<file path="src/rtl/data_memory_arbiter_if.sv">
// rtl/data_memory_arbiter_if.sv - core, network and memory bus signals of the data memory arbiter
interface data_memory_arbiter_if #(
  parameter int ADDR_W = 16,
  parameter int DATA_W = 16
);
  logic              core_req;
  logic              core_we;
  logic [ADDR_W-1:0] core_addr;
  logic [DATA_W-1:0] core_wdata;
  logic [DATA_W-1:0] core_rdata;
  logic              core_ack;
  logic              core_stall;

  logic              net_req;
  logic              net_we;
  logic [ADDR_W-1:0] net_addr;
  logic [DATA_W-1:0] net_wdata;
  logic [DATA_W-1:0] net_rdata;
  logic              net_ack;

  logic              mem_en;
  logic              mem_we;
  logic [ADDR_W-1:0] mem_addr;
  logic [DATA_W-1:0] mem_wdata;
  logic [DATA_W-1:0] mem_rdata;

  modport slave (
    input  core_req, core_we, core_addr, core_wdata,
    output core_rdata, core_ack, core_stall,
    input  net_req, net_we, net_addr, net_wdata,
    output net_rdata, net_ack,
    output mem_en, mem_we, mem_addr, mem_wdata,
    input  mem_rdata
  );

  modport master (
    output core_req, core_we, core_addr, core_wdata,
    input  core_rdata, core_ack, core_stall,
    output net_req, net_we, net_addr, net_wdata,
    input  net_rdata, net_ack,
    input  mem_en, mem_we, mem_addr, mem_wdata,
    output mem_rdata
  );
endinterface

</file>
<file path="src/rtl/data_memory_arbiter.sv">
// rtl/data_memory_arbiter.sv - round-robin arbiter sharing a single-port data memory between core and network
module data_memory_arbiter #(
  parameter int ADDR_W      = 16,
  parameter int DATA_W      = 16,
  parameter int MEM_LATENCY = 1
) (
  input  logic                 clk,
  input  logic                 rst,
  data_memory_arbiter_if.slave bus
);
  typedef enum logic [1:0] {IDLE, ISSUE, WAIT, RESP} state_t;

  localparam logic PORT_CORE = 1'b0;
  localparam logic PORT_NET  = 1'b1;

  state_t            state_q, state_d;
  logic              winner_q, winner_d;
  logic              last_grant_q, last_grant_d;
  logic              we_q, we_d;
  logic [ADDR_W-1:0] addr_q, addr_d;
  logic [DATA_W-1:0] wdata_q, wdata_d;
  logic [2:0]        cnt_q, cnt_d;
  logic [DATA_W-1:0] core_rdata_q, core_rdata_d;
  logic [DATA_W-1:0] net_rdata_q, net_rdata_d;

  always_ff @(posedge clk or negedge rst) begin
    if (!rst) begin
      state_q      <= IDLE;
      winner_q     <= PORT_CORE;
      last_grant_q <= PORT_NET;
      we_q         <= 1'b0;
      addr_q       <= '0;
      wdata_q      <= '0;
      cnt_q        <= '0;
      core_rdata_q <= '0;
      net_rdata_q  <= '0;
    end else begin
      state_q      <= state_d;
      winner_q     <= winner_d;
      last_grant_q <= last_grant_d;
      we_q         <= we_d;
      addr_q       <= addr_d;
      wdata_q      <= wdata_d;
      cnt_q        <= cnt_d;
      core_rdata_q <= core_rdata_d;
      net_rdata_q  <= net_rdata_d;
    end
  end

  always_comb begin
    state_d      = state_q;
    winner_d     = winner_q;
    last_grant_d = last_grant_q;
    we_d         = we_q;
    addr_d       = addr_q;
    wdata_d      = wdata_q;
    cnt_d        = cnt_q;
    core_rdata_d = core_rdata_q;
    net_rdata_d  = net_rdata_q;
    case (state_q)
      IDLE: begin
        if (bus.core_req || bus.net_req) begin
          // On a tie the port that did not win last time is served
          if (bus.core_req && (!bus.net_req || last_grant_q == PORT_NET)) begin
            winner_d = PORT_CORE;
            we_d     = bus.core_we;
            addr_d   = bus.core_addr;
            wdata_d  = bus.core_wdata;
          end else begin
            winner_d = PORT_NET;
            we_d     = bus.net_we;
            addr_d   = bus.net_addr;
            wdata_d  = bus.net_wdata;
          end
          last_grant_d = winner_d;
          state_d      = ISSUE;
        end
      end
      ISSUE: begin
        cnt_d   = 3'(MEM_LATENCY);
        state_d = WAIT;
      end
      WAIT: begin
        if (cnt_q == 3'd1) begin
          if (!we_q) begin
            if (winner_q == PORT_CORE) core_rdata_d = bus.mem_rdata;
            else                       net_rdata_d  = bus.mem_rdata;
          end
          cnt_d   = 3'd0;
          state_d = RESP;
        end else begin
          cnt_d = cnt_q - 3'd1;
        end
      end
      RESP: begin
        state_d = IDLE;
      end
      default: begin
        state_d = IDLE;
      end
    endcase
  end

  // Latched request fields drive the memory so they stay stable from ISSUE through RESP
  assign bus.mem_en     = (state_q == ISSUE);
  assign bus.mem_we     = we_q;
  assign bus.mem_addr   = addr_q;
  assign bus.mem_wdata  = wdata_q;

  assign bus.core_ack   = (state_q == RESP) && (winner_q == PORT_CORE);
  assign bus.net_ack    = (state_q == RESP) && (winner_q == PORT_NET);
  assign bus.core_rdata = core_rdata_q;
  assign bus.net_rdata  = net_rdata_q;
  assign bus.core_stall = bus.core_req & ~bus.core_ack;
endmodule

</file>
<file path="src/flat_wrapper.sv">
// flat-port wrapper written by rule: the top's interface ports become plain ports
module data_memory_arbiter_flat 
#(
  parameter int ADDR_W      = 16,
  parameter int DATA_W      = 16,
  parameter int MEM_LATENCY = 1
)
  (clk, rst, bus_core_req, bus_core_we, bus_core_addr, bus_core_wdata, bus_core_rdata, bus_core_ack, bus_core_stall, bus_net_req, bus_net_we, bus_net_addr, bus_net_wdata, bus_net_rdata, bus_net_ack, bus_mem_en, bus_mem_we, bus_mem_addr, bus_mem_wdata, bus_mem_rdata);
  data_memory_arbiter_if #(.ADDR_W(ADDR_W), .DATA_W(DATA_W)) bus_i ();
  input  logic clk;
  input  logic rst;
  input wire logic [$bits(bus_i.core_req)-1:0] bus_core_req;
  input wire logic [$bits(bus_i.core_we)-1:0] bus_core_we;
  input wire logic [$bits(bus_i.core_addr)-1:0] bus_core_addr;
  input wire logic [$bits(bus_i.core_wdata)-1:0] bus_core_wdata;
  output wire logic [$bits(bus_i.core_rdata)-1:0] bus_core_rdata;
  output wire logic [$bits(bus_i.core_ack)-1:0] bus_core_ack;
  output wire logic [$bits(bus_i.core_stall)-1:0] bus_core_stall;
  input wire logic [$bits(bus_i.net_req)-1:0] bus_net_req;
  input wire logic [$bits(bus_i.net_we)-1:0] bus_net_we;
  input wire logic [$bits(bus_i.net_addr)-1:0] bus_net_addr;
  input wire logic [$bits(bus_i.net_wdata)-1:0] bus_net_wdata;
  output wire logic [$bits(bus_i.net_rdata)-1:0] bus_net_rdata;
  output wire logic [$bits(bus_i.net_ack)-1:0] bus_net_ack;
  output wire logic [$bits(bus_i.mem_en)-1:0] bus_mem_en;
  output wire logic [$bits(bus_i.mem_we)-1:0] bus_mem_we;
  output wire logic [$bits(bus_i.mem_addr)-1:0] bus_mem_addr;
  output wire logic [$bits(bus_i.mem_wdata)-1:0] bus_mem_wdata;
  input wire logic [$bits(bus_i.mem_rdata)-1:0] bus_mem_rdata;
  assign bus_i.core_req = bus_core_req;
  assign bus_i.core_we = bus_core_we;
  assign bus_i.core_addr = bus_core_addr;
  assign bus_i.core_wdata = bus_core_wdata;
  assign bus_core_rdata = bus_i.core_rdata;
  assign bus_core_ack = bus_i.core_ack;
  assign bus_core_stall = bus_i.core_stall;
  assign bus_i.net_req = bus_net_req;
  assign bus_i.net_we = bus_net_we;
  assign bus_i.net_addr = bus_net_addr;
  assign bus_i.net_wdata = bus_net_wdata;
  assign bus_net_rdata = bus_i.net_rdata;
  assign bus_net_ack = bus_i.net_ack;
  assign bus_mem_en = bus_i.mem_en;
  assign bus_mem_we = bus_i.mem_we;
  assign bus_mem_addr = bus_i.mem_addr;
  assign bus_mem_wdata = bus_i.mem_wdata;
  assign bus_i.mem_rdata = bus_mem_rdata;
  data_memory_arbiter #(.ADDR_W(ADDR_W), .DATA_W(DATA_W), .MEM_LATENCY(MEM_LATENCY)) u_core (.clk(clk), .rst(rst), .bus(bus_i));
endmodule
</file>
<file path="config.mk">
export PLATFORM = sky130hd
export DESIGN_NAME = data_memory_arbiter_flat
export DESIGN_NICKNAME = d
export VERILOG_FILES = /design/src/rtl/data_memory_arbiter_if.sv /design/src/rtl/data_memory_arbiter.sv /design/src/flat_wrapper.sv
export SDC_FILE = /design/constraint.sdc
export NUM_CORES = 1
export LEC_CHECK = 0
export ABC_AREA = 1
export CAP_MARGIN = 40
export CORE_AREA = 2 2 82 115
export CTS_CLUSTER_DIAMETER = 50
export DETAILED_ROUTE_END_ITERATION = 7
export DIE_AREA = 0 0 84 117
export PLACE_DENSITY = 0.86
export SLEW_MARGIN = 20
export SYNTH_ARGS = -nofsm -noshare
export SYNTH_HDL_FRONTEND = slang
export SYNTH_SLANG_ARGS = --single-unit
export TNS_END_PERCENT = 10
</file>
<file path="constraint.sdc">
create_clock -name clk -period 1.7 [get_ports clk]
set_input_delay 0.17 -clock clk [delete_from_list [all_inputs] [get_ports clk]]
set_output_delay 0.17 -clock clk [all_outputs]
set_load 0.05 [all_outputs]
</file>
==> impl_metrics.py, run 1 <==
metrics = {
    "synthesis": {
        "synth_cell_types": 25,
        "yosysSeqAreaShare_pct": 49.20,
        "ys.flop_type": "dfrtp_1",
        "async_reset_ff_share_pct": 100.0,
        "synthAdderAreaFrac_pct": 2.390,
        "yosys.area_share.simple_pct": 30.59,
        "synth_area_per_cell_um2": 7.683,
        "syn_inst": 477,
        "synth_compound_area_share_pct": 4.097,
        "synthesis.area_um2": 3665,
        "yosys_warnings": 0,
        "synth_edf_count": 0,
        "synth_top_family_by_area": "simple AND/OR/NAND/NOR gates",
        "synthMuxAreaShare_pct": 0,
        "synth_seq_cells": 72,
        "synth-xor-area-share_pct": 0.2390,
        "synthesis.nets": 570,
    },
    "worst_setup_path": {
        "cp_max_fo": 2,
        "cpPeakStageDelay_ns": 0.81,
        "start_kind": "flip-flop",
        "path_delay_family": "buffers and inverters",
        "crit_buf_inv": 1,
        "critPathCaptureType": "output pin",
        "path_cells": "clkdlybuf4s50_1",
        "worst_ep_arrival_time_ns": 1.50,
        "crit_slowest_cell": "clkdlybuf4s50_1",
        "crit_type": "flip-flop to output pin",
        "required_ns": 1.53,
    },
    "detailed_routing": {
        "num_vias": 3617,
        "wl_met1_mm": 3.951,
        "wl_per_cell_um": 13.43,
        "drt_first_iter_violations": 109,
        "wl_met2_mm": 5.081,
        "wl_mm": 9.954,
        "postRouteAntennaNets": 0,
        "via_per_inst": 4.881,
        "first_pass_iters": 6,
        "top_layer_used": "met4",
        "drc_errors": 0,
        "met3WireLength_um": 696,
    },
    "global_routing": {
        "gr-total-overflow": 0,
        "antenna_found_initial": 0,
        "grt_max_degree": 42,
        "grt_first_pass_wirelength_mm": 16.48,
        "grt_pass1_vias": 3668,
        "grt_use_total_pct": 20.77,
    },
    "clock_network": {
        "clkTransAtPathRegs_ns": 0.06,
        "cts-buffers-inserted": 9,
        "cts-root-buf": "clkbuf_16",
        "cts_setup_buffers": 0,
        "cts_max_level": 3,
        "clk_latency_ns": 0.33,
        "cts_tree": "built",
        "cts_buffer_depth": 2,
        "cts_sinks": 72,
    },
    "die": {
        "ioPinCount": 155,
        "die_area_um2": 9828,
        "start_util_pct": 41.29,
        "die_w_um": 84,
        "core_area_um2": 8875,
        "placementRows": 41,
        "die_y_um": 117,
    },
    "worst_hold_path": {
        "hp-class": "input pin to async pin",
    },
    "cells_and_area": {
        "fillers": 735,
        "area_delta_synth_final_pct": 55.79,
        "fin_nets": 722,
        "insertedDiodeCount": 0,
        "fin_area_um2": 5709,
        "layout_common_cells": "160 x nand2_1, 120 x clkdlybuf4s50_1, 93 x inv_1",
        "final_common_cell": "nand2_1",
        "drive_above_1_share_pct": 8.833,
    },
    "place": {
        "portBuffers": 154,
        "gp_congestion": 0.7763,
        "dpl_cell_area_um2": 5343,
        "dpl.hpwl_mm": 7.410,
    },
    "power_and_ir_drop": {
        "fin_total_pwr_w": 0.01223,
        "power.density_nw_per_um2": 2143,
        "peakVddDrop_uv": 1305,
        "p_leak_nw": 3.195,
    },
    "timing": {
        "hold_viol_final": 0,
        "slew_viol_final": 0,
        "fmax_mhz": 597.5,
        "hold_ws_ns": 0.3265,
        "fin_crit_ns": 1.674,
        "finalSetupTns_ns": 0,
        "slew_headroom_pct": 64.15,
        "worst_slew_pin_slew_ns": 0.5368,
        "finalCritPeriodShare_pct": 98.44,
        "grt_setup_unrepaired": "false",
        "finClkSkew_ns": 0.007532,
        "final-setup-viol-count": 0,
    },
    "outcome": {
        "status": "finished, final reports clean",
    },
    "job": {
        "cap_violations": 0,
    },
}
power by group:
part           total [W]  internal, W  switching [W]
combinational    0.00721      0.00234        0.00487
clock            0.00188      0.00121       0.000670
sequential       0.00314      0.00259       0.000556
total             0.0122      0.00614        0.00609
kinds of logic after synthesis:
kind of cell	after synthesis
buf+inv	119
flops	72
fa+ha+maj	7
compound gates	23
simple gates	255
xor+xnor	1
cell type report:
cell class              instances  area, µm²  area share, %
repair buffers                165       1740          30.48
well taps                     107      133.9          2.345
multi-input cells             286       1373          24.04
flip-flops and latches         72       1803          31.58
clock buffers                  13      260.3          4.558
clock inverters                 3      40.04         0.7013
inverters                      95      359.1          6.290
synth_stat cells (2+ instances only):
library cell	n	area share, %
nand2_1	160	16
inv_1	93	9.5
dfrtp_1	71	48
nand3_1	66	9.0
nand4_1	16	2.7
buf_2	14	1.9
o21ai_1	10	1.4
nor2_1	8	0.82
ha_1	7	2.4
o21ai_2	6	1.4
clkbuf_1	4	0.41
o21ai_0	4	0.55
buf_6	3	0.92
buf_4	2	0.41
inv_2	2	0.20
nand2_2	2	0.34
worst paths after layout:
| kind | slack (ns) | end | cells past startpoint | startpoint |
|---|---|---|---|---|
| max reg2reg | 0.16 | u_core.bus.core_rdata[12] | 8 | u_core.state_q[0] |
| min reg2reg | 0.47 | u_core.bus.net_rdata[4] | 2 | u_core.bus.net_rdata[4] |
| max in group asynchronous | 0.73 | u_core.last_grant_q | 3 | rst |
| min in group clk | 0.42 | u_core.bus.core_rdata[14] | 3 | bus_mem_rdata[14] |
| max | 0.03 | bus_mem_addr[12] | 1 | u_core.bus.mem_addr[12] |
| min | 0.33 | u_core.bus.mem_wdata[11] | 2 | rst |
stage by stage:
step | utilization, % | std cells | setup slack [ns]
floorplan | - | 477 | 0.07797
global placement | 60.20 | 724 | 0.1362
detailed placement | 60.20 | 724 | 0.07298
CTS | 63.70 | 741 | 0.003243
global route | 64.33 | 741 | 0.00006328
finish | 64.33 | 741 | 0.02644
layer usage:
metal / track usage, % / up-vias
li1: - / 1753
met3: 5.470 / 21
met2: 36.16 / 160
met1: 24.07 / 1683
met4: 9.785 / 0
met5: 0 / -
state kept, by name, indices dropped and copies added, names as in the netlist:
| register | count |
|---|---|
| u_core.bus.core_rdata | 16 |
| u_core.bus.mem_addr | 16 |
| u_core.bus.mem_wdata | 16 |
| u_core.bus.net_rdata | 16 |
| u_core.cnt_q | 3 |
| u_core.state_q | 2 |
| u_core.bus.mem_we | 1 |
| u_core.last_grant_q | 1 |
| u_core.winner_q | 1 |
what timing repair did:
action | in CTS | in global routing
setup endpoints to repair | 0 | 71
gates resized for setup | 0 | 23
hold buffers | 1 | 0
endpoints found under the hold margin | 31 | 0
No activity file was read; power rests on OpenSTA's default activity.
==> run 2, diff against run 1 <==
--- a/config.mk
+++ b/config.mk
@@ -7,11 +7,11 @@
 export LEC_CHECK = 0
 export ABC_AREA = 1
 export CAP_MARGIN = 40
-export CORE_AREA = 2 2 82 115
+export CORE_AREA = 2 2 85 120
 export CTS_CLUSTER_DIAMETER = 50
 export DETAILED_ROUTE_END_ITERATION = 7
-export DIE_AREA = 0 0 84 117
-export PLACE_DENSITY = 0.86
+export DIE_AREA = 0 0 87 122
+export PLACE_DENSITY = 0.83
 export SLEW_MARGIN = 20
 export SYNTH_ARGS = -nofsm -noshare
 export SYNTH_HDL_FRONTEND = slang
==> constraint.sdc (replaced) <==
create_clock -name clk -period 1.4 [get_ports clk]
set_input_delay 0.14 -clock clk [delete_from_list [all_inputs] [get_ports clk]]
set_output_delay 0.14 -clock clk [all_outputs]
set_load 0.05 [all_outputs]
==> run 2 against run 1 <==
Net effect: the run now ends with negative setup slack left; non-clock buffer count increased by 18; combinational power up 37%; clock-buffer cell count is 2 lower; worst hold slack worse by 0.055 ns; die area increased by 8.0%; power is 36% higher; via count increased by 2.0%; critical endpoint is now u_core.bus.core_rdata[3]; sequential power grew 25%; sequential cell count is the same; routed wire length up 9.0%; highest routed layer unchanged; largest power group unchanged.
==> impl_metrics.py, run 2 (synthesized netlist as in run 1, its figures left out) <==
metrics = {
    "outcome": {
        "status": "finished with violations",
        "violations": "negative setup slack",
    },
    "detailed_routing": {
        "met3WireLength_um": 706,
        "drt_first_iter_violations": 185,
        "first_pass_iters": 7,
        "wl_mm": 10.85,
        "num_vias": 3689,
        "via_per_inst": 4.816,
        "top_layer_used": "met4",
        "postRouteAntennaNets": 0,
        "wl_met1_mm": 4.183,
        "wl_per_cell_um": 14.16,
        "drc_errors": 0,
        "wl_met2_mm": 5.670,
    },
    "cells_and_area": {
        "final_common_cell": "nand2_1",
        "final_core_utilization_pct": 62.89,
        "fin_nets": 742,
        "drive_above_1_share_pct": 22.02,
        "fin_cells": 766,
        "insertedDiodeCount": 0,
        "layout_common_cells": "155 x nand2_1, 90 x inv_1, 84 x clkdlybuf4s50_1",
        "area_delta_synth_final_pct": 65.28,
    },
    "timing": {
        "finalCritPeriodShare_pct": 110.9,
        "worst_slew_pin_slew_ns": 0.3754,
        "slew_headroom_pct": 74.97,
        "fin_ws_ns": -0.1526,
        "final-setup-viol-count": 70,
        "finClkSkew_ns": 0.006583,
        "fmax_mhz": 644.1,
        "hold_ws_ns": 0.2720,
        "hold_viol_final": 0,
        "grt_setup_unrepaired": "true",
        "fin_crit_ns": 1.553,
        "slew_viol_final": 0,
    },
    "worst_setup_path": {
        "worst_ep_arrival_time_ns": 1.77,
        "cpMostUsedCell": "inv_4",
        "crit_type": "flip-flop to flip-flop",
        "cpPeakStageDelay_ns": 0.39,
        "cp_max_fo": 8,
        "path_cells": "buf_4 > inv_4 > ha_4 > inv_4 > nor2_8 > nand3_4 > clkbuf_16 > nand2_1 > o21ai_2",
        "worst-r2r-cell-count": 9,
        "required_ns": 1.62,
        "reg2reg_from": "u_core.state_q[0]",
        "r2r_end": "u_core.bus.core_rdata[3]",
        "critPathCaptureType": "flip-flop",
        "crit_slowest_cell": "dfrtp_1",
        "start_kind": "flip-flop",
        "setup.worst_path.start": "u_core.state_q[0]",
        "crit_path_end": "u_core.bus.core_rdata[3]",
        "r2r_slack_ns": -0.15,
    },
    "power_and_ir_drop": {
        "p_leak_nw": 3.248,
        "pwr-share-clk_pct": 16.9,
        "pwr-share-comb_pct": 59.5,
        "seq_power_share_pct": 23.6,
        "p_int_w": 0.008653,
        "p_switching_w": 0.007935,
        "peakVddDrop_uv": 1238,
        "power.density_nw_per_um2": 2739,
        "fin_total_pwr_w": 0.01659,
        "p_sw_share_pct": 47.84,
    },
    "clock_network": {
        "cts_max_level": 3,
        "cts-buffers-inserted": 9,
        "cts_sinks": 72,
        "cts_buffer_depth": 2,
        "cts_tree": "built",
        "clkTransAtPathRegs_ns": 0.05,
        "clk_latency_ns": 0.33,
        "cts-root-buf": "clkbuf_16",
    },
    "global_routing": {
        "gr-total-overflow": 0,
        "antenna_found_initial": 0,
        "grt_first_pass_wirelength_mm": 16.32,
        "grt_use_total_pct": 19.66,
        "grt_max_degree": 35,
        "grt_pass1_vias": 3568,
    },
    "die": {
        "die_area_um2": 10610,
        "start_util_pct": 38.05,
        "placementRows": 43,
        "die_y_um": 122,
        "ioPinCount": 155,
        "core_area_um2": 9630,
        "die_w_um": 87,
    },
    "place": {
        "portBuffers": 154,
        "dpl.cell_count": 737,
        "dpl.hpwl_mm": 7.421,
        "gp_congestion": 0.7638,
    },
    "worst_hold_path": {
        "hp-class": "input pin to async pin",
    },
    "job": {
        "cap_violations": 0,
    },
}
-- run 2: cell count changes in the layout (fill, tap and decap cells not counted), moves of 5 or more --
cell	change
nand2_1	-5
nand2_2	+5
clkdlybuf4s50_1	-36
dlymetal6s2s_1	-19
buf_12	+13
buf_4	+54
-- run 2: power by group through the flow --
| stage | sequential [W] | clock, W | combinational, W |
|---|---|---|---|
| floorplan | 0.00697 | 0 | 0.00265 |
| global placement | 0.00385 | 0 | 0.00898 |
| detailed placement | 0.00389 | 0 | 0.00918 |
| CTS | 0.00389 | 0.00285 | 0.00935 |
| global route | 0.00401 | 0.00296 | 0.0105 |
| finish | 0.00391 | 0.00281 | 0.00987 |
-- run 2: worst max-delay path: cells and delay by family, from the launching register on --
family / cells / cell delay [ns]
DFF: 1 / 0.39
buffers and inverters: 4 / 0.47
and+or+nand+nor: 3 / 0.39
AOI/OAI and AO/OA: 1 / 0.05
adders and majority gates: 1 / 0.15
-- run 2: worst min-delay path by stage --
stage	startpoint	slack, ns	cells after the start	to
final	rst	0.27	2	u_core.bus.net_rdata[9]
after global routing	rst	0.32	2	u_core.bus.net_rdata[3]
after CTS	rst	0.27	2	u_core.bus.mem_wdata[12]
after detailed placement	rst	0.09	1	u_core.bus.net_rdata[9]
after global placement	rst	0.08	1	u_core.bus.net_rdata[9]
after floorplan	rst	-0.16	0	u_core.bus.core_rdata[0]
-- run 2: area by class of cell --
class	instances	area, µm²
clock buffers	11	242.7
flip-flops and latches	72	1804
inverters	95	369.1
multi-input cells	287	1448
well taps	112	140.1
repair buffers	183	1917
clock inverters	5	127.6
fillers	806	3573
repair inverters	1	8.758
-- run 2: what timing repair did --
item | in CTS | in global routing
cloned | 1 | 5
setup buffers | 1 | 5
gates resized for setup | 11 | 14
pin swaps | 1 | 7
hold buffers | 1 | 0
setup endpoints to repair | 51 | 71
endpoints found under the hold margin | 25 | 0
-- run 2: per-layer routing --
metal,global-route usage (%),vias up
met2,33.35,174
met4,9.082,0
met1,23.27,1696
li1,-,1798
met5,0,-
met3,4.539,21
-- run 2: per-stage QoR --
step | setup TNS, ns | worst slack, ns | instance area (µm²)
global route | -9.213 | -0.2250 | 6057
floorplan | 0 | 0.003447 | 3687
detailed placement | -6.492 | -0.2226 | 5426
finish | -4.831 | -0.1526 | 6057
CTS | -3.245 | -0.1181 | 5859
global placement | -3.916 | -0.1616 | 5426
==> run 3, diff against run 2 <==
--- a/config.mk
+++ b/config.mk
@@ -9,6 +9,7 @@
 export CAP_MARGIN = 40
 export CORE_AREA = 2 2 85 120
 export CTS_CLUSTER_DIAMETER = 50
+export CTS_CLUSTER_SIZE = 10
 export DETAILED_ROUTE_END_ITERATION = 7
 export DIE_AREA = 0 0 87 122
 export PLACE_DENSITY = 0.83
==> results of run 3 <==
No change in the layout: final DEF, timing and power equal those of run 2.
